===== src/rtl/comb_func_pkg.sv =====
// Shared constants for comb_func_unit: default truth table and implementation indices.
// Used by comb_func_unit and comb_func_vote.
package comb_func_pkg;

    localparam logic [15:0] TT_MASK_DEFAULT = 16'hF444;

    localparam int IMPL_STR = 0;
    localparam int IMPL_DF  = 1;
    localparam int IMPL_BEH = 2;
    localparam int IMPL_TT  = 3;

    // A 2-2 split in the vote is settled by the behavioural implementation.
    localparam int VOTE_TIE_IDX = IMPL_BEH;

endpackage


===== src/rtl/comb_func_vote.sv =====
// Majority-of-four voter over the implementation results, plus a disagreement flag.
// Purely combinational.
module comb_func_vote
    import comb_func_pkg::*;
(
    input  logic [3:0] results,
    output logic       y,
    output logic       mismatch
);

    logic [2:0] ones;

    always_comb begin
        ones = {2'b00, results[0]} + {2'b00, results[1]}
             + {2'b00, results[2]} + {2'b00, results[3]};
    end

    always_comb begin
        y = results[VOTE_TIE_IDX];
        if (ones >= 3'd3) begin
            y = 1'b1;
        end else if (ones <= 3'd1) begin
            y = 1'b0;
        end
    end

    assign mismatch = (|results) & ~(&results);

endmodule


===== src/rtl/comb_func_unit.sv =====
// Evaluates Y = (A & B) | (C & ~D) four independent ways, votes and registers the result.
// Define COMB_FAULT_INJ_EN to add fault_en/fault_sel for inverting one implementation.
module comb_func_unit
    import comb_func_pkg::*;
#(
    parameter logic [15:0] TT_MASK = TT_MASK_DEFAULT
) (
    input  logic       clk,
    input  logic       rst,
    input  logic       in_valid,
    input  logic [3:0] abcd,
`ifdef COMB_FAULT_INJ_EN
    input  logic       fault_en,
    input  logic [1:0] fault_sel,
`endif
    output logic       out_valid,
    output logic [3:0] y_vec,
    output logic       y,
    output logic       mismatch
);

    logic a, b, c, d;
    logic d_n, ab, cd_n;
    logic y_str, y_df, y_beh, y_tt;
    logic [3:0] results;
    logic [3:0] results_sel;
    logic       vote_y, vote_mismatch;

    assign {a, b, c, d} = abcd;

    // Gate-level structural implementation.
    not g_not_d (d_n, d);
    and g_and_ab (ab, a, b);
    and g_and_cd (cd_n, c, d_n);
    or  g_or_y (y_str, ab, cd_n);

    assign y_df = (a & b) | (c & ~d);

    always_comb begin
        y_beh = 1'b0;
        if (a && b) begin
            y_beh = 1'b1;
        end else if (c && !d) begin
            y_beh = 1'b1;
        end
    end

    assign y_tt = TT_MASK[abcd];

    always_comb begin
        results           = 4'b0000;
        results[IMPL_STR] = y_str;
        results[IMPL_DF]  = y_df;
        results[IMPL_BEH] = y_beh;
        results[IMPL_TT]  = y_tt;
    end

`ifdef COMB_FAULT_INJ_EN
    // The inverted result propagates to y_vec, the vote and the mismatch flag alike.
    assign results_sel = fault_en ? (results ^ (4'b0001 << fault_sel)) : results;
`else
    assign results_sel = results;
`endif

    comb_func_vote u_vote (
        .results  (results_sel),
        .y        (vote_y),
        .mismatch (vote_mismatch)
    );

    always_ff @(posedge clk) begin
        if (rst) begin
            out_valid <= 1'b0;
            y_vec     <= 4'b0000;
            y         <= 1'b0;
            mismatch  <= 1'b0;
        end else if (in_valid) begin
            out_valid <= 1'b1;
            y_vec     <= results_sel;
            y         <= vote_y;
            mismatch  <= vote_mismatch;
        end else begin
            out_valid <= 1'b0;
        end
    end

endmodule


===== config.mk =====
export PLATFORM = sky130hd
export DESIGN_NAME = comb_func_unit
export DESIGN_NICKNAME = d
export VERILOG_FILES = /design/src/rtl/comb_func_pkg.sv /design/src/rtl/comb_func_vote.sv /design/src/rtl/comb_func_unit.sv
export SDC_FILE = /design/constraint.sdc
export NUM_CORES = 1
export LEC_CHECK = 0
export ABC_CLOCK_PERIOD_IN_PS = 2900
export CORE_AREA = 2 2 39 41
export DETAILED_ROUTE_END_ITERATION = 10
export DIE_AREA = 0 0 41 43
export DONT_BUFFER_PORTS = 1
export GPL_TIMING_DRIVEN = 0
export HOLD_SLACK_MARGIN = 0.02
export SETUP_SLACK_MARGIN = 0.5
export SYNTH_ARGS = -nofsm -noshare
export SYNTH_HDL_FRONTEND = slang
export SYNTH_HIERARCHICAL = 1
export SYNTH_SLANG_ARGS = --single-unit

===== constraint.sdc =====
create_clock -name clk -period 2.9 [get_ports clk]
set_input_delay 0.435 -clock clk [delete_from_list [all_inputs] [get_ports clk]]
set_output_delay 0.435 -clock clk [all_outputs]
set_load 0.01 [all_outputs]

# Yosys cells after proc, flatten, opt, wreduce, memory -nomap -nowiden
# Memory sizes are Yosys's and may differ from the RTL's.
# Index checks and enable logic that the tools add are counted.
# Widths: inputs -> output; s select.
totals:
  regBits: 7
  mem_count: 1
  out_inout_bits: 7
  in_bits: 7
  mem_bits_ro: 16
  elab_cells: 28
mem_list:
  columns: ["memory", "depth", "word_bits", "rd", "rd_clocked_by_memory_dff", "wr", "line_no", "source"]
  rows:
  - ["(name not given)", 16, 1, 1, 0, 0, "comb_func_unit.sv:48", "assign y_tt = TT_MASK[abcd];"]
classes:
  n_reduce_logical: 5
  n_bitwise: 6
  addsub: 3
  order_cmp: 3
  n_mux: 6
op_table:
  columns: ["op", "n"]
  rows:
  - ["$add 3x1->3", 2]
  - ["$mux 1", 6]
  - ["$lt 4x5->1 const B", 1]
  - ["$and 1x1->1", 3]
  - ["$ge 3x2->1 const B", 1]
  - ["$le 3x1->1 const B", 1]
  - ["$reduce_and 3->1", 1]
  - ["$reduce_or 3->1", 1]
  - ["$add 1x1->2", 1]
  - ["$logic_and 1x1->1", 2]
  - ["$not 1->1", 2]
  - ["$logic_not 1->1", 1]
  - ["$or 1x1->1", 1]

# Longest topological paths before layout
depth:
  ltp_word: 9
  ltp_mapped: 9
  mapped_depth_nobuf: 9

# Hierarchy
# The synthesis kept the hierarchy.
by_module_without_submodules:
  columns: ["module", "cells_each", "n_inst", "area_each_um2"]
  rows:
  - ["comb_func_unit", 21, 1, 215.2]
  - ["comb_func_vote", 17, 1, 150.1]

# Least setup slack after synthesis
# Ideal clock, no wire load.
synth_path:
  kind: "input to register"
  from: "in abcd[0]"
  to: "reg y"
  path_stages: 9
  setup_time_ns: 0.114
  path_buffers: 0
  t_required_ns: 2.786
  setup_slack_ns: 0.689
  arrival_time_ns: 2.096
  path_cell_list: "nand2b_4 > nand2_1 > fa_1 > ha_1 > ha_1 > nand2_1 > o221ai_2 > mux2i_1 > nor2_1"
synth_via:
  elab_chain_cells: 9
  word_cells_on_any_way: 16
  classes_between: "add/sub: 3; order compare: 2; mux: 5; bitwise: 3; reduce/logical: 2; memory: 1"
synth_lines:
  columns: ["element", "line_no", "source"]
  rows:
  - ["start, declared", "comb_func_unit.sv:11", "input logic [3:0] abcd,"]
  - ["$logic_not 1->1 (*)", "comb_func_unit.sv:43", "end else if (c && !d) begin"]
  - ["$logic_and 1x1->1 (*)", "comb_func_unit.sv:43", null]
  - ["$mux 1 (*)", "comb_func_unit.sv:43", null]
  - ["$mux 1 (*)", "comb_func_unit.sv:41", "if (a && b) begin"]
  - ["named net y_beh", "comb_func_unit.sv:24", "logic y_str, y_df, y_beh, y_tt;"]
  - ["$add 3x1->3 (2 in a row)", "comb_func_vote.sv:15", "+ {2'b00, results[2]} + {2'b00, results[3]};"]
  - ["$le 3x1->1", "comb_func_vote.sv:22", "end else if (ones <= 3'd1) begin"]
  - ["$mux 1", "comb_func_vote.sv:22", null]
  - ["$mux 1 (*)", "comb_func_vote.sv:20", "if (ones >= 3'd3) begin"]
  - ["named net vote_y", "comb_func_unit.sv:27", "logic vote_y, vote_mismatch;"]
  - ["end signal, assigned", "comb_func_unit.sv:80", "y <= vote_y;"]
  - ["end, declared", "comb_func_unit.sv:18", "output logic y,"]
# The timed path passes the listed nets; every way through them passes the cells marked *. The select of a mux whose other input is x is not followed.
# A chain may end at the register's enable or synchronous reset.

# Final worst setup path
# Ends and elaborated chain as after synthesis.

==> results by stage <==
CTS:
- The total of hold buffers inserted after clock tree synthesis is 0.
- Post-CTS repair changed the size of 0 cells.
- TritonCTS created 3 clock buffers.
- The clock drives 5 sinks.
- The clock passes through at most 2 buffers.
- Clock-pin slew was measured on the worst setup and hold paths at around 40 ps.
- The deepest level of the CTS H-tree is 1.
- TritonCTS built the clock tree.
- Clock tree synthesis selected as its root buffer the cell clkbuf_4.
- Buffers added to address setup during post-CTS repair amount to 0.
- The source-to-sink clock delay at the later pin of the worst-skew pair is between 200 and 250 ps.

Global routing:
- In the global route stage, overall resource usage came out at 0.0651.
- The pin count of the biggest net entering global routing is 11.
- The first global-routing pass estimated 752 um of wire.
- The number of global-route vias before repair is 216.
- The remaining global-route overflow is 0.
- The number of antenna violations at the first check in global routing is 0.

Logic synthesis:
- The number of standard cells after synthesis is 38.
- The Yosys step of the flow raised 6 warnings.
- The part of the Yosys area used for sequential elements is 0.274.
- By area the synthesized netlist is led by dfxtp_1, ha_1, inv_1.
- After synthesis, the mean cell area works out to 9.61 um^2.
- The share of synthesized area in the top cell type comes to 0.274.
- In this run the cell area of the synthesized design comes to 365 um^2.
- The post-synthesis net count is 52.
- Yosys mapped the design onto 16 distinct sky130hd cell types.
- The post-synthesis cell type with the largest combined area is dfxtp_1.
- The post-synthesis sequential element count is 5.

Cells and area:
- The synthesis-to-layout area growth is 12.7%.
- After the last flow step, the layout net total stands at 57.
- The share of post-route cells with drive strength above 1 is 0.238.
- The final standard cell utilization of the core is 0.297.
- 0 antenna diodes ended up in the layout.
- Leaving out fill and tap cells, the most frequent cells in the layout are inv_1, ha_1, dfxtp_1.

Floorplan:
- During I/O placement, the number of pins put on the boundary was 14.
- The effective utilization at floorplan is 0.264.
- The die is 43 um tall.
- After floorplanning, the core was divided into 14 placement rows.
- The die is 41 um wide.
- The die footprint is 1760 um^2.
- The area of the placeable core is ~1400 um^2.

Worst setup path:
- The critical path is of the input port to register type.
- The biggest fanout along the worst timing path is 10.
- In this run the critical register-to-register path is launched from y_vec[1]$_SDFFE_PP0P_.
- The category of the worst setup path launch point is an input port.
- The signal arrival time at the worst endpoint is 2190 ps.
- STA puts the critical path data required time at 3030 ps.
- Tracing the worst setup path back leads to its startpoint at abcd[0].
- The type of destination of the critical path is a register.

Pwr:
- The reported leakage power is 0.201 nW.
- The worst-case vdd ir drop is 0.101 mV.
- The power per cell area is about 510 nW/um^2.
- The total chip power is 0.211 mW.

Placement:
- The weighted congestion at the end of routability-driven global placement is 0.670.
- Summed over all nets, the half-perimeter wirelength after detailed placement is between 300 and 400 um.
- Port buffering added 0 buffers.

Drt:
- The number of routed nets with antenna violations is 0.
- Wires add up to 465 um.
- In the final routed layout, each cell accounts on average for approximately 8 um.
- The detail-routed via count per cell is 4.17.
- Summing over every cut layer, the via total after detailed routing is approximately 240.
- The count of unresolved DRC violations after routing is 0.
- For this run, the detailed router's first-pass iteration total came to 1.
- After the first detailed-routing iteration, the DRC count stood at 0.

STA:
- Setup violations remaining at the end of the flow were counted as 0.
- Setup repair after global routing left no endpoint under its margin.
- In the finished design, the share of the clock period the worst path needs comes to 0.711.
- The number of hold violations in the final report was 0.
- The routed design could run at a clock period as short as approximately 2100 ps.
- The setup TNS after final layout is 0 ps.
- The actual transition at the worst max-transition pin is 347 ps.
- Across the routed clock network, the largest skew measured is 0 ps.
- The final count of pins violating max slew was 0.
- The headroom to the max-slew limit is 0.768.
- The achievable clock frequency is 0.485 GHz.

Hold path:
- The origin of the worst min-delay path is rst.
- The worst hold path belongs to the class input port to register.

Status:
- The flow ran to the end, and the final reports show no timing, DRC or antenna violations.

Flow run:
- Across the run, the number of max-cap violations was 0.
where the power goes:
group | leakage, nW | switching, mW | internal, mW
sequential | 0.0416 | 0.00741 | 0.0752
combinational | 0.144 | 0.0248 | 0.0242
clock | 0.0150 | 0.0276 | 0.0520
total | 0.201 | 0.0598 | 0.151
routing by layer:
metal,share of wire,vias up,track usage
li1,-,128,-
met1,0.35,104,0.0414
met2,0.56,10,0.122
met3,0.084,0,0.00524
met4,0,0,0.0800
met5,0,-,0
cell families (layout without fill, tap and decap cells):
logic type	after synthesis	count (layout)	synth area share
buffers and inverters	9	13	0.134
multiplexers	2	2	0.0548
AND/OR/NAND/NOR	11	11	0.171
adder cells (fa/ha/maj)	7	7	0.260
AO/OA/AOI/OAI	4	4	0.106
flip-flops	5	5	0.274
worst max-delay path, stage by stage:
cell      delay (ps)
nand2b_4         130
nand2_1          280
fa_1             480
ha_1             230
ha_1             270
nand2_1           90
o221ai_2          90
mux2i_1          140
nor2_1            50
cell type report:
cell class                      count  area, um^2
Buffer                              3        26.3
Clock buffer                        4        26.3
Fill cell                         147         972
Inverter                            6        22.5
Multi-Input combinational cell     24         216
Sequential cell                     5         100
Tap cell                           16        20.0
registers in the layout, summed over array words and instances (netlist names):
register	cells
out_valid	1
mismatch	1
y_vec	2
y	1
synth_stat cells (all sizes together):
master  instances
ha              6
inv             6
dfxtp           5
nand2           4
nor2            4
buf             3
a311oi          2
mux2i           2
a31oi           1
fa              1
nand2b          1
nor2b           1
nor3b           1
o221ai          1
worst paths after layout:
path                      endpoint  slack, ps  cells after the start
min reg2reg  y_vec[3]$_SDFFE_PP0P_        520                      2
max                 y$_SDFFE_PP0P_        840                      9
min          y_vec[3]$_SDFFE_PP0P_        260                      1
max reg2reg  y_vec[1]$_SDFFE_PP0P_       2070                      2
metrics by stage:
| step | setup WS (ps) | hold slack (ps) | cell area [um^2] | cells |
|---|---|---|---|---|
| floorplan | 689 | 494 | 365 | 38 |
| CTS | 823 | 250 | 412 | 58 |
| finish | 839 | 263 | 412 | 58 |
| global placement | 582 | 509 | 385 | 54 |
| global route | 654 | 254 | 412 | 58 |
| detailed placement | 571 | 511 | 385 | 54 |
(Power assumes the default switching activity.)
